`src/rtl/id_ex_stage.sv`:
```
// id_ex_stage: ID/EX pipeline register of the 5-stage MIPS core.
// Detects load-use hazards (one-cycle stall with a bubble) and optionally
// bypasses a same-cycle register-file write into the captured operands.
// Optional feature macro: ID_EX_WB_BYPASS_EN (write-back bypass into ex_op_a/ex_op_b).
module id_ex_stage #(
    parameter int DATA_W = 32,
    parameter int CNT_W  = 16
) (
    input  logic              clk,
    input  logic              reset,
    input  logic              id_valid,
    input  logic [DATA_W-1:0] id_pc_plus4,
    input  logic [4:0]        id_rs,
    input  logic [4:0]        id_rt,
    input  logic [4:0]        id_rd,
    input  logic [DATA_W-1:0] id_read_data1,
    input  logic [DATA_W-1:0] id_read_data2,
    input  logic [DATA_W-1:0] id_imm,
    input  logic              id_uses_rs,
    input  logic              id_uses_rt,
    input  logic              id_reg_write,
    input  logic              id_mem_read,
    input  logic              id_mem_write,
    input  logic              id_mem_to_reg,
    input  logic              id_alu_src,
    input  logic              id_reg_dst,
    input  logic [3:0]        id_alu_op,
    input  logic              wb_reg_write,
    input  logic [4:0]        wb_rd,
    input  logic [DATA_W-1:0] wb_write_data,
    input  logic              flush,
    output logic              stall,
    output logic              ex_valid,
    output logic [DATA_W-1:0] ex_pc_plus4,
    output logic [DATA_W-1:0] ex_op_a,
    output logic [DATA_W-1:0] ex_op_b,
    output logic [DATA_W-1:0] ex_imm,
    output logic [4:0]        ex_rs,
    output logic [4:0]        ex_rt,
    output logic [4:0]        ex_dest,
    output logic              ex_reg_write,
    output logic              ex_mem_read,
    output logic              ex_mem_write,
    output logic              ex_mem_to_reg,
    output logic              ex_alu_src,
    output logic [3:0]        ex_alu_op,
    output logic [CNT_W-1:0]  stall_count
);

    typedef struct packed {
        logic              valid;
        logic [DATA_W-1:0] pc_plus4;
        logic [DATA_W-1:0] op_a;
        logic [DATA_W-1:0] op_b;
        logic [DATA_W-1:0] imm;
        logic [4:0]        rs;
        logic [4:0]        rt;
        logic [4:0]        dest;
        logic              reg_write;
        logic              mem_read;
        logic              mem_write;
        logic              mem_to_reg;
        logic              alu_src;
        logic [3:0]        alu_op;
    } ex_reg_t;

    ex_reg_t           ex_q, ex_d;
    logic [CNT_W-1:0]  stall_count_q, stall_count_d;
    logic              load_use;
    logic [DATA_W-1:0] op_a_sel, op_b_sel;

    // Load-use hazard: load in EX whose destination the decode slot sources.
    always_comb begin
        load_use = id_valid & ex_q.valid & ex_q.mem_read & (ex_q.dest != 5'd0) &
                   ((id_uses_rs & (id_rs == ex_q.dest)) |
                    (id_uses_rt & (id_rt == ex_q.dest)));
        stall = load_use & ~flush;
    end

`ifdef ID_EX_WB_BYPASS_EN
    // Register file writes at the edge but reads combinationally, so a
    // same-cycle write to a source register must be picked up here. r0 never is.
    always_comb begin
        op_a_sel = id_read_data1;
        op_b_sel = id_read_data2;
        if (wb_reg_write && (wb_rd == id_rs) && (id_rs != 5'd0)) op_a_sel = wb_write_data;
        if (wb_reg_write && (wb_rd == id_rt) && (id_rt != 5'd0)) op_b_sel = wb_write_data;
    end
`else
    logic unused_wb;
    // Without the bypass the write-back port is ignored; operands pass straight through.
    always_comb begin
        unused_wb = ^{wb_reg_write, wb_rd, wb_write_data};
        op_a_sel  = id_read_data1;
        op_b_sel  = id_read_data2;
    end
`endif

    // Next EX contents: bubble on flush or stall, else capture decode; control gated by id_valid.
    always_comb begin
        ex_d = '0;
        if (!flush && !stall) begin
            ex_d.valid      = id_valid;
            ex_d.pc_plus4   = id_pc_plus4;
            ex_d.op_a       = op_a_sel;
            ex_d.op_b       = op_b_sel;
            ex_d.imm        = id_imm;
            ex_d.rs         = id_rs;
            ex_d.rt         = id_rt;
            ex_d.dest       = id_reg_dst ? id_rd : id_rt;
            ex_d.reg_write  = id_reg_write  & id_valid;
            ex_d.mem_read   = id_mem_read   & id_valid;
            ex_d.mem_write  = id_mem_write  & id_valid;
            ex_d.mem_to_reg = id_mem_to_reg & id_valid;
            ex_d.alu_src    = id_alu_src    & id_valid;
            ex_d.alu_op     = id_valid ? id_alu_op : 4'd0;
        end
    end

    // Saturating count of stall cycles.
    always_comb begin
        stall_count_d = stall_count_q;
        if (stall && (stall_count_q != {CNT_W{1'b1}})) stall_count_d = stall_count_q + 1'b1;
    end

    // Pipeline and counter registers with synchronous reset.
    always_ff @(posedge clk) begin
        if (reset) begin
            ex_q          <= '0;
            stall_count_q <= '0;
        end else begin
            ex_q          <= ex_d;
            stall_count_q <= stall_count_d;
        end
    end

    assign ex_valid      = ex_q.valid;
    assign ex_pc_plus4   = ex_q.pc_plus4;
    assign ex_op_a       = ex_q.op_a;
    assign ex_op_b       = ex_q.op_b;
    assign ex_imm        = ex_q.imm;
    assign ex_rs         = ex_q.rs;
    assign ex_rt         = ex_q.rt;
    assign ex_dest       = ex_q.dest;
    assign ex_reg_write  = ex_q.reg_write;
    assign ex_mem_read   = ex_q.mem_read;
    assign ex_mem_write  = ex_q.mem_write;
    assign ex_mem_to_reg = ex_q.mem_to_reg;
    assign ex_alu_src    = ex_q.alu_src;
    assign ex_alu_op     = ex_q.alu_op;
    assign stall_count   = stall_count_q;

endmodule

```
`config.mk`:
```
export PLATFORM = sky130hd
export DESIGN_NAME = id_ex_stage
export DESIGN_NICKNAME = d
export VERILOG_FILES = /design/src/rtl/id_ex_stage.sv
export SDC_FILE = /design/constraint.sdc
export NUM_CORES = 1
export LEC_CHECK = 0
export BUFFER_PORTS_ARGS = -buffer_cell sky130_fd_sc_hd__clkbuf_2
export CORE_AREA = 2 2 141 143
export CTS_BUF_LIST = sky130_fd_sc_hd__clkbuf_4
export DETAILED_ROUTE_END_ITERATION = 8
export DIE_AREA = 0 0 143 145
export GPL_ROUTABILITY_DRIVEN = 0
export SYNTH_ARGS = -nofsm -noshare
export SYNTH_HDL_FRONTEND = slang
export SYNTH_SLANG_ARGS = --single-unit
```
`constraint.sdc`:
```
create_clock -name clk -period 5.65 [get_ports clk]
set_clock_uncertainty 0.05 [all_clocks]
set_input_delay 1.4125 -clock clk [delete_from_list [all_inputs] [get_ports clk]]
set_output_delay 1.4125 -clock clk [all_outputs]
set_load 0.05 [all_outputs]
```
==> results of run 1 <==
-- metal layers --
metal  vias up  global-route usage, %  wire length [microns]
met5         -                      0                      0
met4         0                   4.50                    208
met3        16                   6.90                   1740
li1       2156                      -                      -
met1      1888                   14.0                   5360
met2       205                   22.7                   6860
-- cells by family (layout without fill, tap and decap cells) --
kind of cell / after synthesis / count (layout) / share of synthesized area [%]
buffers and inverters: 26 / 365 / 3.52
XOR/XNOR: 10 / 10 / 1.61
AO/OA/AOI/OAI: 23 / 23 / 3.59
AND/OR/NAND/NOR: 216 / 216 / 26.1
multiplexers: 12 / 12 / 2.72
flip-flops: 169 / 169 / 62.3
adder cells (fa/ha/maj): 1 / 1 / 0.230
-- area by class of cell --
| cell class | count | area share [%] |
|---|---|---|
| Sequential cell | 169 | 44.6 |
| Multi-Input combinational cell | 262 | 24.6 |
| Timing Repair Buffer | 331 | 21.9 |
| Tap cell | 265 | 4.37 |
| Clock inverter | 15 | 2.72 |
| Clock buffer | 17 | 1.68 |
| Inverter | 2 | 0.0990 |
-- worst max-delay path, cell delays in order --
cell	delay, ns
clkbuf_2	0.10
xor2_1	0.15
nor4_2	0.34
a32oi_2	0.19
nor3_1	0.28
clkbuf_2	0.34
-- cells in the mapped netlist (2+ instances only) --
master / instances
a21oi_1: 8
and2_1: 140
and3_1: 11
buf_6: 10
clkbuf_1: 10
dfxtp_1: 169
inv_1: 2
mux2_4: 5
mux2i_1: 5
nand2_1: 3
nand3_1: 6
nand4_1: 6
nor2_1: 11
nor2b_1: 12
nor3_1: 4
nor3_2: 2
nor4_4: 3
o31ai_1: 5
o41ai_2: 2
or3_1: 2
or4_1: 5
or4_4: 2
or4b_1: 2
xnor2_1: 2
xor2_1: 8
-- stage by stage --
stage               utilization [%]  setup slack, ns  instance area (sq um)
global placement               37.8             1.35                   7250
CTS                            39.5             1.36                   7590
global route                   39.5             1.31                   7590
floorplan                         -            0.714                   5430
detailed placement             37.8             1.35                   7250
finish                         39.5             1.37                   7590
-- worst min-delay path by stage --
stage | startpoint | endpoint | depth (start not counted)
3_5_place_dp | stall_count[14] | stall_count[14] | 2
6_report | stall_count[14] | stall_count[14] | 2
4_1_cts | stall_count[14] | stall_count[14] | 2
5_1_grt | stall_count[14] | stall_count[14] | 2
3_3_place_gp | stall_count[14] | stall_count[14] | 2
2_1_floorplan | stall_count[4] | stall_count[4] | 2
-- power breakdown --
| group | switching (W) | leakage (nW) | internal [W] |
|---|---|---|---|
| Combinational | 0.000218 | 2.19 | 0.0000941 |
| Clock | 0.000467 | 0.176 | 0.000329 |
| Sequential | 0.0000133 | 1.39 | 0.00123 |
==> flow_summary.yaml, run 1 <==
outcome:
  outcome: "complete, no violations"
cells_and_area:
  final_cells: 1061
  diodes: 0
  finalNetCount: 981
  seq_area_sq_mm: 0.00338
  fillers: 1954
  drive_gt1_share_pct: 48.5
  final_common_cell: "clkbuf_2"
  area_growth_pct: 39.6
  final_cell_mix: "clkbuf_2 (328), dfxtp_1 (169), and2_1 (140)"
  multi_input_area_sq_mm: 0.00187
timing:
  hold_viol: 0
  final.setup.tns_ns: 0
  period_share_pct: 75.7
  setup_viol: 0
  relSlewSlack_pct: 51.7
  whs_ns: 0.486
  finalCriticalPeriod_ns: 4.28
  tightestPinTransition_ns: 0.714
  fmax_ghz: 0.234
  rsz0062_at_grt: "false"
  timing.final.max_slew_violations: 0
worst_setup_path:
  crit_type: "primary input to primary output"
  arrival_ns: 2.82
  crit_end: "stall"
  cp-start-kind: "primary input"
  rr_worst_depth: 7
  crit_required_ns: 4.19
  reg2reg_to: "ex_alu_src"
  cp-startpoint: "id_rs[3]"
  rr_startpoint: "ex_dest[3]"
  reg2reg_slack_ns: 2.94
  path_max_fanout: 2
  worstSetupEndpointType: "primary output"
clock_tree:
  cts_max_path_buffers: 2
  cts-buffers-inserted: 17
  cts_setup_buffers: 0
  cts_resized: 0
  root_buffer: "clkbuf_4"
  htree_levels: 4
  cts.clk_slew.worst_paths_ns: 0.16
  cts_tree: "done"
  ctsHoldBuffers: 0
  cts_sinks: 169
  clk_latency_ns: 0.54
routing:
  antenna_left: 0
  drtPass1Iterations: 4
  first_iter_violations: 100
  routed_via_density: 4.02
  vias: 4265
  routed_wl_mm: 14.2
  route.detailed.drc: 0
  wl_per_cell_microns: 13.3
yosys:
  synth_cell_types: 47
  synth_edf_count: 0
  yosysWarnings: 0
  netlist_area_sq_mm: 0.00543
  synth_top_area_share_pct: 62.3
  synthArstFlopShare_pct: 0
  ys_ff_latch: 169
  syn_nets: 655
  synth_largest_area_cell: "dfxtp_1"
  synth-main-ff-cell: "dfxtp_1"
  synthCells: 457
  synth_area_leaders: "dfxtp_1 (62%), and2_1 (16%), buf_6 (2.1%), mux2_4 (1.4%), nor2b_1 (1.4%)"
  synth.avg_cell_area_sq_um: 11.9
  synth-seq-area-share_pct: 62.3
floorplanning:
  io_pins: 367
  rows: 51
  start_util_pct: 28.3
  die_y_microns: 145
  dieArea_sq_mm: 0.0207
  die_w_microns: 143
  coreArea_sq_mm: 0.0192
global_route:
  overflow: 0
  grt_max_degree: 61
  first_global_vias: 4145
  grt_antenna_before_repair: 1
  grt_pass1_wl_mm: 21.5
  grt_usage_pct: 13.3
power:
  powerDensity_mw_per_mm2: 311
  peakVddDrop_mv: 0.148
  fin_total_pwr_w: 0.00236
  leakagePower_nw: 3.75
hold_path:
  worstHoldPathType: "flip-flop to flip-flop"
run:
  drv_cap: 0
placement:
  dp_hpwl_mm: 10.8
  place_inst: 1029
  port_buffers: 328
No activity file was read; power rests on OpenSTA's default activity.
==> run 2, diff against run 1 <==
- ABC_AREA: default -> 1
- CORE_AREA: 2 2 141 143 -> 2 2 142 144
- DIE_AREA: 0 0 143 145 -> 0 0 144 146
- clock period: 5.65 -> 4.33 ns (I/O delays scaled with it)
==> flow_summary.yaml, run 2 <==
worst_setup_path:
  crit_type: "primary input to primary output"
  cp-start-kind: "primary input"
  worstSetupEndpointType: "primary output"
  crit_required_ns: 3.20
  path_max_fanout: 4
  arrival_ns: 2.39
  crit_family: "simple AND/OR/NAND/NOR gates"
  path_cells: "clkbuf_2, inv_1, nand2_1, nand2_1, nor2_1, nand3_1, nand2_1, nand2_1, nor2_1, clkbuf_2"
  reg2reg_slack_ns: 2.20
  cp.buffers_inverters: 3
  critPathMaxStageDelay_ns: 0.33
  cp_slowest_cell: "clkbuf_2"
  cpMostUsedCell: "nand2_1"
power:
  peakVddDrop_mv: 0.131
  powerDensity_mw_per_mm2: 388
  fin_total_pwr_w: 0.00295
  leakagePower_nw: 4.45
cells_and_area:
  finalNetCount: 1210
  multi_input_area_sq_mm: 0.00132
  fillers: 2085
  area_growth_pct: 39.5
  final_common_cell: "clkbuf_2"
  final_cell_mix: "clkbuf_2 (328), nor2_1 (213), dfxtp_1 (169)"
  seq_area_sq_mm: 0.00338
  drive_gt1_share_pct: 36.1
routing:
  vias: 4899
  routed_wl_mm: 15.4
  routed_via_density: 3.79
  drtPass1Iterations: 4
  antenna_left: 0
  first_iter_violations: 148
  route.detailed.drc: 0
  wl_per_cell_microns: 11.9
global_route:
  overflow: 0
  grt_max_degree: 88
  first_global_vias: 4563
  grt_pass1_wl_mm: 23.3
  grt_usage_pct: 14.3
  grt_antenna_before_repair: 2
clock_tree:
  cts_resized: 0
  cts_tree: "done"
  cts.clk_slew.worst_paths_ns: 0.15
  root_buffer: "clkbuf_4"
  clk_latency_ns: 0.55
  cts-buffers-inserted: 17
  ctsHoldBuffers: 0
  cts_setup_buffers: 0
  htree_levels: 4
  cts_sinks: 169
  cts_max_path_buffers: 2
yosys:
  syn_nets: 880
  synth-main-ff-cell: "dfxtp_1"
  post-synth-top-count-cell: "nor2_1"
  synth_edf_count: 0
  netlist_area_sq_mm: 0.00545
  synth_top_area_share_pct: 62.0
  netlist_top_cells_count: "nor2_1 (213), dfxtp_1 (169), inv_1 (156), nand2_1 (81)"
  yosysWarnings: 0
  synthArstFlopShare_pct: 0
  synthCells: 682
  synth_largest_area_cell: "dfxtp_1"
  synth_cell_types: 20
  synth_area_leaders: "dfxtp_1 (62%), nor2_1 (15%), inv_1 (11%), nand2_1 (5.6%), buf_4 (1.7%)"
  synth-seq-area-share_pct: 62.0
  ys_ff_latch: 169
  synth.avg_cell_area_sq_um: 8.00
run:
  drv_cap: 0
placement:
  dp_hpwl_mm: 12.0
  post-place-ws_ns: 0.806
  port_buffers: 328
floorplanning:
  io_pins: 367
  start_util_pct: 28.2
  coreArea_sq_mm: 0.0193
  die_w_microns: 144
  rows: 51
  dieArea_sq_mm: 0.0210
  die_y_microns: 146
timing:
  finalCriticalPeriod_ns: 3.52
  tightestPinTransition_ns: 0.434
  worst_slack_ns: 0.807
  relSlewSlack_pct: 71.0
  timing.final.max_slew_violations: 0
  setup_viol: 0
  whs_ns: 0.479
  period_share_pct: 81.4
  hold_viol: 0
  rsz0062_at_grt: "false"
  final.setup.tns_ns: 0
  fmax_ghz: 0.284
hold_path:
  worstHoldPathType: "flip-flop to flip-flop"
outcome:
  outcome: "complete, no violations"
==> run 2: where the power goes <==
part	internal [W]	switching [W]	total [W]
Sequential	0.00161	0.0000165	0.00163
Clock	0.000262	0.000635	0.000896
Combinational	0.000118	0.000310	0.000428
==> run 2: cell type report <==
class	instances	area share, %
Inverter	163	8.05
Multi-Input combinational cell	330	17.3
Sequential cell	169	44.5
Clock inverter	15	1.97
Timing Repair Buffer	331	22.0
Tap cell	265	4.36
Antenna cell	2	0.0658
Clock buffer	17	1.68
==> run 2: per-stage QoR <==
step / std cells / utilization (%) / instance area [sq um]
2_1_floorplan: 682 / - / 5450
3_3_place_gp: 1258 / 37.9 / 7320
3_5_place_dp: 1258 / 37.9 / 7320
4_1_cts: 1290 / 39.3 / 7600
5_1_grt: 1291 / 39.3 / 7600
6_report: 1292 / 39.3 / 7600
==> run 2: layer usage <==
metal | global-route usage (%) | vias to the layer above | wire [microns]
li1 | - | 2592 | -
met1 | 15.9 | 2085 | 6120
met2 | 24.8 | 195 | 7510
met3 | 5.13 | 27 | 1350
met4 | 5.93 | 0 | 384
met5 | 0 | - | 0
==> run 2: final timing paths <==
check | from | end | cells past startpoint
setup / recovery | id_rt[3] | stall | 10
hold reg to reg | stall_count[10] | stall_count[10] | 2
setup reg to reg | ex_dest[1] | ex_rs[4] | 10
hold / removal | stall_count[10] | stall_count[10] | 2
==> run 2: cells by family (layout without fill, tap and decap cells) <==
kind of cell	after synthesis	count (layout)	synth area share [%]
simple gates	318	318	22.7
other cells	0	2	0
flops	169	169	62.0
buf+inv	183	526	13.9
fa+ha+maj	1	1	0.229
compound gates	11	11	1.10
==> run 2: worst register-to-register path, stage by stage, from the launching register on <==
cell and delay (ns):
dfxtp_1 0.44, inv_2 0.08, nand2_1 0.06, nand2_1 0.05, nor2_1 0.11, nand3_1 0.08
nand2_1 0.15, nand2_1 0.15, nand3_4 0.31, buf_4 0.42, nor2_1 0.13
